$ cat config.mk
export PLATFORM = sky130hd
export DESIGN_NAME = acc_cmem_responder
export DESIGN_NICKNAME = d
export VERILOG_FILES = /design/src/rtl/acc_pkg.sv /design/src/rtl/cmem_data_align.sv /design/src/rtl/acc_cmem_responder.sv
export SDC_FILE = /design/constraint.sdc
export NUM_CORES = 1
export LEC_CHECK = 0
export ABC_AREA = 1
export CAP_MARGIN = 20
export CORE_MARGIN = 2
export CORE_UTILIZATION = 45
export DETAILED_ROUTE_END_ITERATION = 7
export PLACE_DENSITY_LB_ADDON = 0.08
export REMOVE_ABC_BUFFERS = 1
export SLEW_MARGIN = 25
export SYNTH_ARGS = -nofsm -noshare
export SYNTH_HDL_FRONTEND = slang
export SYNTH_HIERARCHICAL = 1
export SYNTH_SLANG_ARGS = --single-unit
$ cat constraint.sdc
create_clock -name clk_i -period 5.2 [get_ports clk_i]
set_input_delay 0.78 -clock clk_i [delete_from_list [all_inputs] [get_ports clk_i]]
set_output_delay 0.78 -clock clk_i [all_outputs]
set_load 0.1 [all_outputs]
$ cat src/rtl/acc_pkg.sv
// ----------------------------------------------------------------------------
// acc_pkg: shared accelerator types and constants for the Cmem channel. Rev 1.0
// ----------------------------------------------------------------------------
`default_nettype none

package acc_pkg;

  localparam int AddrWidth = 32;

  typedef enum logic {
    READ  = 1'b0,
    WRITE = 1'b1
  } mem_req_type_e;

  // Encodings follow RISC-V load/store funct3.
  typedef enum logic [2:0] {
    CMEM_B  = 3'b000,
    CMEM_H  = 3'b001,
    CMEM_W  = 3'b010,
    CMEM_BU = 3'b100,
    CMEM_HU = 3'b101
  } cmem_width_e;

  typedef enum logic [1:0] {
    IDLE = 2'd0,
    REQ  = 2'd1,
    WAIT = 2'd2,
    RSP  = 2'd3
  } cmem_rsp_state_e;

  localparam logic CMEM_STATUS_OK  = 1'b0;
  localparam logic CMEM_STATUS_ERR = 1'b1;

  localparam logic [4:0] CMEM_RANGE_B = 5'd7;
  localparam logic [4:0] CMEM_RANGE_H = 5'd15;
  localparam logic [4:0] CMEM_RANGE_W = 5'd31;

endpackage

`default_nettype wire

$ cat src/rtl/cmem_data_align.sv
// ----------------------------------------------------------------------------
// cmem_data_align: byte-lane steering, load extension and alignment check. Rev 1.0
// ----------------------------------------------------------------------------
`default_nettype none

module cmem_data_align
  import acc_pkg::*;
(
  input  logic [1:0]  off,
  input  logic [2:0]  width,
  input  logic [31:0] wdata,
  input  logic [31:0] rdata_raw,
  output logic [3:0]  be,
  output logic [31:0] wdata_shifted,
  output logic [31:0] rdata_ext,
  output logic [4:0]  bit_range,
  output logic        misaligned
);

  logic [31:0] rdata_sh;

  assign rdata_sh      = rdata_raw >> {off, 3'b000};
  assign wdata_shifted = wdata << {off, 3'b000};

  always_comb begin
    be         = 4'b0000;
    rdata_ext  = 32'h0;
    bit_range  = CMEM_RANGE_W;
    misaligned = 1'b0;
    case (width)
      CMEM_B: begin
        be        = 4'b0001 << off;
        rdata_ext = {{24{rdata_sh[7]}}, rdata_sh[7:0]};
        bit_range = CMEM_RANGE_B;
      end
      CMEM_BU: begin
        be        = 4'b0001 << off;
        rdata_ext = {24'h0, rdata_sh[7:0]};
        bit_range = CMEM_RANGE_B;
      end
      CMEM_H: begin
        be         = 4'b0011 << off;
        rdata_ext  = {{16{rdata_sh[15]}}, rdata_sh[15:0]};
        bit_range  = CMEM_RANGE_H;
        misaligned = off[0];
      end
      CMEM_HU: begin
        be         = 4'b0011 << off;
        rdata_ext  = {16'h0, rdata_sh[15:0]};
        bit_range  = CMEM_RANGE_H;
        misaligned = off[0];
      end
      CMEM_W: begin
        be         = 4'b1111;
        rdata_ext  = rdata_sh;
        bit_range  = CMEM_RANGE_W;
        misaligned = |off;
      end
      // Unused funct3 codes are treated like a misaligned access.
      default: misaligned = 1'b1;
    endcase
  end

endmodule

`default_nettype wire

$ cat src/rtl/acc_cmem_responder.sv
// ----------------------------------------------------------------------------
// acc_cmem_responder: one-at-a-time Cmem request to OBI data port bridge. Rev 1.0
// ----------------------------------------------------------------------------
`default_nettype none

module acc_cmem_responder
  import acc_pkg::*;
#(
  parameter int ADDR_WIDTH = acc_pkg::AddrWidth
) (
  input  logic                  clk_i,
  input  logic                  rst_ni,
  input  logic                  cmem_q_valid_i,
  output logic                  cmem_q_ready_o,
  input  logic [31:0]           cmem_q_laddr_i,
  input  logic [31:0]           cmem_q_wdata_i,
  input  logic [2:0]            cmem_q_width_i,
  input  mem_req_type_e         cmem_q_req_type_i,
  input  logic                  cmem_q_mode_i,
  input  logic                  cmem_q_spec_i,
  input  logic                  cmem_q_endoftransaction_i,
  input  logic [31:0]           cmem_q_hart_id_i,
  input  logic [ADDR_WIDTH-1:0] cmem_q_addr_i,
  output logic                  cmem_p_valid_o,
  input  logic                  cmem_p_ready_i,
  output logic [31:0]           cmem_p_rdata_o,
  output logic [4:0]            cmem_p_range_o,
  output logic                  cmem_p_status_o,
  output logic [ADDR_WIDTH-1:0] cmem_p_addr_o,
  output logic [31:0]           cmem_p_hart_id_o,
  output logic                  data_req_o,
  input  logic                  data_gnt_i,
  output logic [31:0]           data_addr_o,
  output logic                  data_we_o,
  output logic [3:0]            data_be_o,
  output logic [31:0]           data_wdata_o,
  input  logic                  data_rvalid_i,
  input  logic [31:0]           data_rdata_i,
  input  logic                  data_err_i
);

  cmem_rsp_state_e state, state_next;

  logic [31:0]           laddr_q;
  logic [31:0]           wdata_q;
  logic [2:0]            width_q;
  logic                  we_q;
  logic [31:0]           hart_id_q;
  logic [ADDR_WIDTH-1:0] tag_q;
  logic [31:0]           rsp_rdata_q;
  logic [4:0]            rsp_range_q;
  logic                  rsp_status_q;

  logic        q_hs;
  logic        in_idle;
  logic [1:0]  al_off;
  logic [2:0]  al_width;
  logic [31:0] al_wdata;
  logic [3:0]  al_be;
  logic [31:0] al_wdata_sh;
  logic [31:0] al_rdata;
  logic [4:0]  al_range;
  logic        al_mis;

  logic unused_q_fields;
  assign unused_q_fields = ^{cmem_q_mode_i, cmem_q_spec_i, cmem_q_endoftransaction_i};

  assign in_idle = (state == IDLE);
  assign q_hs    = in_idle && cmem_q_valid_i;

  // In IDLE the aligner classifies the incoming request; afterwards it serves the held one.
  assign al_off   = in_idle ? cmem_q_laddr_i[1:0] : laddr_q[1:0];
  assign al_width = in_idle ? cmem_q_width_i      : width_q;
  assign al_wdata = in_idle ? cmem_q_wdata_i      : wdata_q;

  cmem_data_align u_align (
    .off           (al_off),
    .width         (al_width),
    .wdata         (al_wdata),
    .rdata_raw     (data_rdata_i),
    .be            (al_be),
    .wdata_shifted (al_wdata_sh),
    .rdata_ext     (al_rdata),
    .bit_range     (al_range),
    .misaligned    (al_mis)
  );

  always_ff @(posedge clk_i) begin
    if (!rst_ni) begin
      state <= IDLE;
    end else begin
      state <= state_next;
    end
  end

  always_comb begin
    state_next = state;
    case (state)
      IDLE: if (cmem_q_valid_i) state_next = al_mis ? RSP : REQ;
      REQ:  if (data_gnt_i)     state_next = WAIT;
      WAIT: if (data_rvalid_i)  state_next = RSP;
      RSP:  if (cmem_p_ready_i) state_next = IDLE;
      default:                  state_next = IDLE;
    endcase
  end

  always_comb begin
    cmem_q_ready_o = in_idle;
    cmem_p_valid_o = (state == RSP);
    data_req_o     = 1'b0;
    data_addr_o    = 32'h0;
    data_we_o      = 1'b0;
    data_be_o      = 4'b0000;
    data_wdata_o   = 32'h0;
    if (state == REQ) begin
      data_req_o   = 1'b1;
      data_addr_o  = {laddr_q[31:2], 2'b00};
      data_we_o    = we_q;
      data_be_o    = al_be;
      data_wdata_o = al_wdata_sh;
    end
  end

  always_ff @(posedge clk_i) begin
    if (!rst_ni) begin
      laddr_q      <= 32'h0;
      wdata_q      <= 32'h0;
      width_q      <= 3'b000;
      we_q         <= 1'b0;
      hart_id_q    <= 32'h0;
      tag_q        <= '0;
      rsp_rdata_q  <= 32'h0;
      rsp_range_q  <= 5'd0;
      rsp_status_q <= CMEM_STATUS_OK;
    end else begin
      if (q_hs) begin
        laddr_q   <= cmem_q_laddr_i;
        wdata_q   <= cmem_q_wdata_i;
        width_q   <= cmem_q_width_i;
        we_q      <= (cmem_q_req_type_i == WRITE);
        hart_id_q <= cmem_q_hart_id_i;
        tag_q     <= cmem_q_addr_i;
        if (al_mis) begin
          rsp_rdata_q  <= 32'h0;
          rsp_range_q  <= CMEM_RANGE_W;
          rsp_status_q <= CMEM_STATUS_ERR;
        end
      end
      if ((state == WAIT) && data_rvalid_i) begin
        rsp_status_q <= data_err_i ? CMEM_STATUS_ERR : CMEM_STATUS_OK;
        rsp_rdata_q  <= (data_err_i || we_q) ? 32'h0 : al_rdata;
        rsp_range_q  <= data_err_i ? CMEM_RANGE_W : al_range;
      end
    end
  end

  assign cmem_p_rdata_o   = rsp_rdata_q;
  assign cmem_p_range_o   = rsp_range_q;
  assign cmem_p_status_o  = rsp_status_q;
  assign cmem_p_addr_o    = tag_q;
  assign cmem_p_hart_id_o = hart_id_q;

endmodule

`default_nettype wire

==> impl_metrics.tcl <==
set metrics [dict create \
    floorplan.rows 50 \
    synth_area_sq_um 8680 \
    yosysTopAreaCell "dfxtp_1" \
    fmax_ghz 0.221 \
    outcome "completed" \
    fin_setup_tns_ns 0 \
    postCtsSetupRepairBufs 0 \
    placed_cells 1809 \
    synth-simple-area-share_pct 27.6 \
    synth_top_family_by_area "simple AND/OR/NAND/NOR gates" \
    path_clk_slew_ns 0.07 \
    dieArea_sq_um 20400 \
    yosysSeqAreaShare_pct 39.6 \
    antenna_found_initial 2 \
    cts_tree "done" \
    clock-sinks 172 \
    rsz0062_at_grt "no" \
    synth.distinct_cells 34 \
    p_leak_nw 5.46 \
    synth_edf_count 0 \
    ys_seq_elements 172 \
    endpoint_kind "primary output" \
    seq_area_sq_um 3440 \
    drt-initial-drc-count 679 \
    crit_arrival_ns 3.75 \
    cp_slowest_cell "ha_2" \
    clockBufferDepth 2 \
    finalClockSkew_ns 0.0193 \
    drc 0 \
    final_layout_size_suffix_gt1_share_pct 7.15 \
    cts.repair.resized 0 \
    maxCapViolCount 0 \
    core_sq_um 18800 \
    die_y_um 143 \
    synth_mux_area_share_pct 0 \
    finalCritPeriodShare_pct 87.1 \
    fin_ws_ns 0.669 \
    via_per_inst 4.94 \
    grt-ovfl-total 0 \
    yosys_most_used_dff "dfxtp_1" \
    yosys_warnings 6 \
    fin_cells 1843 \
    crit_type "reg -> out" \
    multi_input_area_sq_um 4150 \
    grt_max_degree 91 \
    fin_crit_ns 4.53 \
    num-fill-cells 1739 \
    wl_per_cell_um 14.7 \
    post-place-ws_ns 1.11 \
    grt_pass1_wl_um 42500 \
    synthTopCellsByArea "dfxtp_1, nand2_1, nor2_1" \
    cts-root-buf "clkbuf_16" \
    drv_slew 0 \
    critical_path.max_stage_delay_ns 0.78 \
    fin_nets 1748 \
    synth-xor-area-share_pct 0 \
    grt_pass1_vias 8439 \
    synthArstFlopShare_pct 0 \
    power.density_nw_per_um2 662 \
    worst_pin_slew_ns 1.10 \
    slew_headroom_pct 26.7 \
    path_cells "inv_1 -> ha_2 -> buf_4 -> nand2_1 -> o21ai_0 -> nor2_4 -> nor2_2 -> a31oi_1 -> nand2_1 -> inv_1 -> buf_4" \
    holdBufCountCts 0 \
    crit_required_ns 4.42 \
    final_common_cell "clkdlybuf4s50_1" \
    num_vias 9097 \
    report.final.setup_viol 0 \
    numCtsBuffers 17 \
    gr-usage-all-layers_pct 26.0 \
    place.gp.congestion 0.836 \
    hold_path.class "reg -> reg" \
    die_w_um 143 \
    ios 348 \
    cp-start-kind "flop" \
    io_buffers 342 \
    cp.buffers_inverters 4 \
    crit_family "simple AND/OR/NAND/NOR gates" \
    synth_compound_area_share_pct 18.8 \
    final_cell_mix "clkdlybuf4s50_1, nand2_1, nor2_1" \
    hpwl_um 18200 \
    start_util_pct 46.1 \
    htree_levels 4 \
    synthAdderAreaFrac_pct 0.864 \
    firstDrtPassIters 7 \
    clk_latency_ns 0.43 \
    avgSynthCellArea_sq_um 6.70 \
    hold_viol 0 \
    wirelength_um 27000 \
    syn_inst 1297 \
    cp_max_fo 44 \
    irDropWorstVdd_mv 0.388 \
    syn_to_final_growth_pct 43.0 \
    synth.top_cell.area_share_pct 39.6 \
    ant_nets 0 \
]
Yosys cell counts (9+ instances only):
cell type	instances
o21ai_0	162
buf_4	18
nor2_1	236
dfxtp_1	172
clkbuf_1	23
a21oi_1	89
o211ai_1	9
buf_6	21
nand3_1	75
inv_1	122
nand2_1	242
buf_2	36
o21ai_1	29
path summary, 6_finish.rpt:
kind | start | end | slack [ns] | cells past startpoint
max | state[0]$_SDFFE_PN0P_ | data_be_o[2] | 0.67 | 11
min | wdata_q[29]$_SDFFE_PN0P_ | wdata_q[29]$_SDFFE_PN0P_ | 0.45 | 2
max reg2reg | state[0]$_SDFFE_PN0P_ | cmem_p_range_o[4]$_SDFFE_PN0P_ | 1.48 | 13
min reg2reg | wdata_q[29]$_SDFFE_PN0P_ | wdata_q[29]$_SDFFE_PN0P_ | 0.45 | 2
through the flow:
stage                     total power [mW]  utilization [%]  hold slack (ns)  area (sq um)
final                                 8.22             66.0            0.448         12400
after global routing                  8.70             66.0            0.467         12400
after CTS                             8.26             65.9            0.449         12400
after detailed placement              6.88             62.6            0.439         11800
after global placement                6.82             62.6            0.435         11800
after floorplan                       5.66                -            0.424          8050
report_power, final:
group / leakage (nW) / switching, mW / internal, mW
clock network: 0.313 / 0.571 / 0.796
registers: 1.42 / 0.148 / 1.65
logic: 3.73 / 3.85 / 1.20
area by class of cell:
cell class                      instances  area share [%]
Multi-Input combinational cell        901            33.4
Timing Repair Buffer                  350            27.3
Inverter                              126            3.85
Clock buffer                           19            3.65
Antenna cell                            2          0.0403
Tap cell                              260            2.62
Clock inverter                         13            1.41
Sequential cell                       172            27.7
worst reg2reg max path, cell delays in order, from the launching register on:
cell and delay, ns:
dfxtp_1 0.35, inv_1 0.11, ha_2 0.78, nand2_1 0.26, o21ai_4 0.29, inv_2 0.42, nand2_4 0.29, nand3_1 0.09
o221ai_1 0.19, nand2_4 0.31, nand2_4 0.21, nand2_2 0.13, nor2_1 0.11, nor2_1 0.07
state kept, by name, summed over array words and instances, names as in the netlist:
register,flops
cmem_p_status_o,1
cmem_p_range_o,5
laddr_q,32
cmem_p_addr_o,32
state,2
cmem_p_hart_id_o,32
width_q,3
cmem_p_rdata_o,32
wdata_q,32
we_q,1
logic make-up after synthesis:
group | count (synthesis)
compound gates | 311
simple gates | 579
fa+ha+maj | 6
buf+inv | 227
flops | 172
other cells | 2
layer usage:
| metal | vias up | GRT usage [%] | share of wire [%] |
|---|---|---|---|
| met5 | - | 0 | 0 |
| met4 | 0 | 12.1 | 3.6 |
| met1 | 4068 | 30.1 | 39 |
| met3 | 51 | 9.05 | 9.1 |
| li1 | 4667 | - | - |
| met2 | 311 | 43.2 | 48 |
No activity file was read; power rests on OpenSTA's default activity.
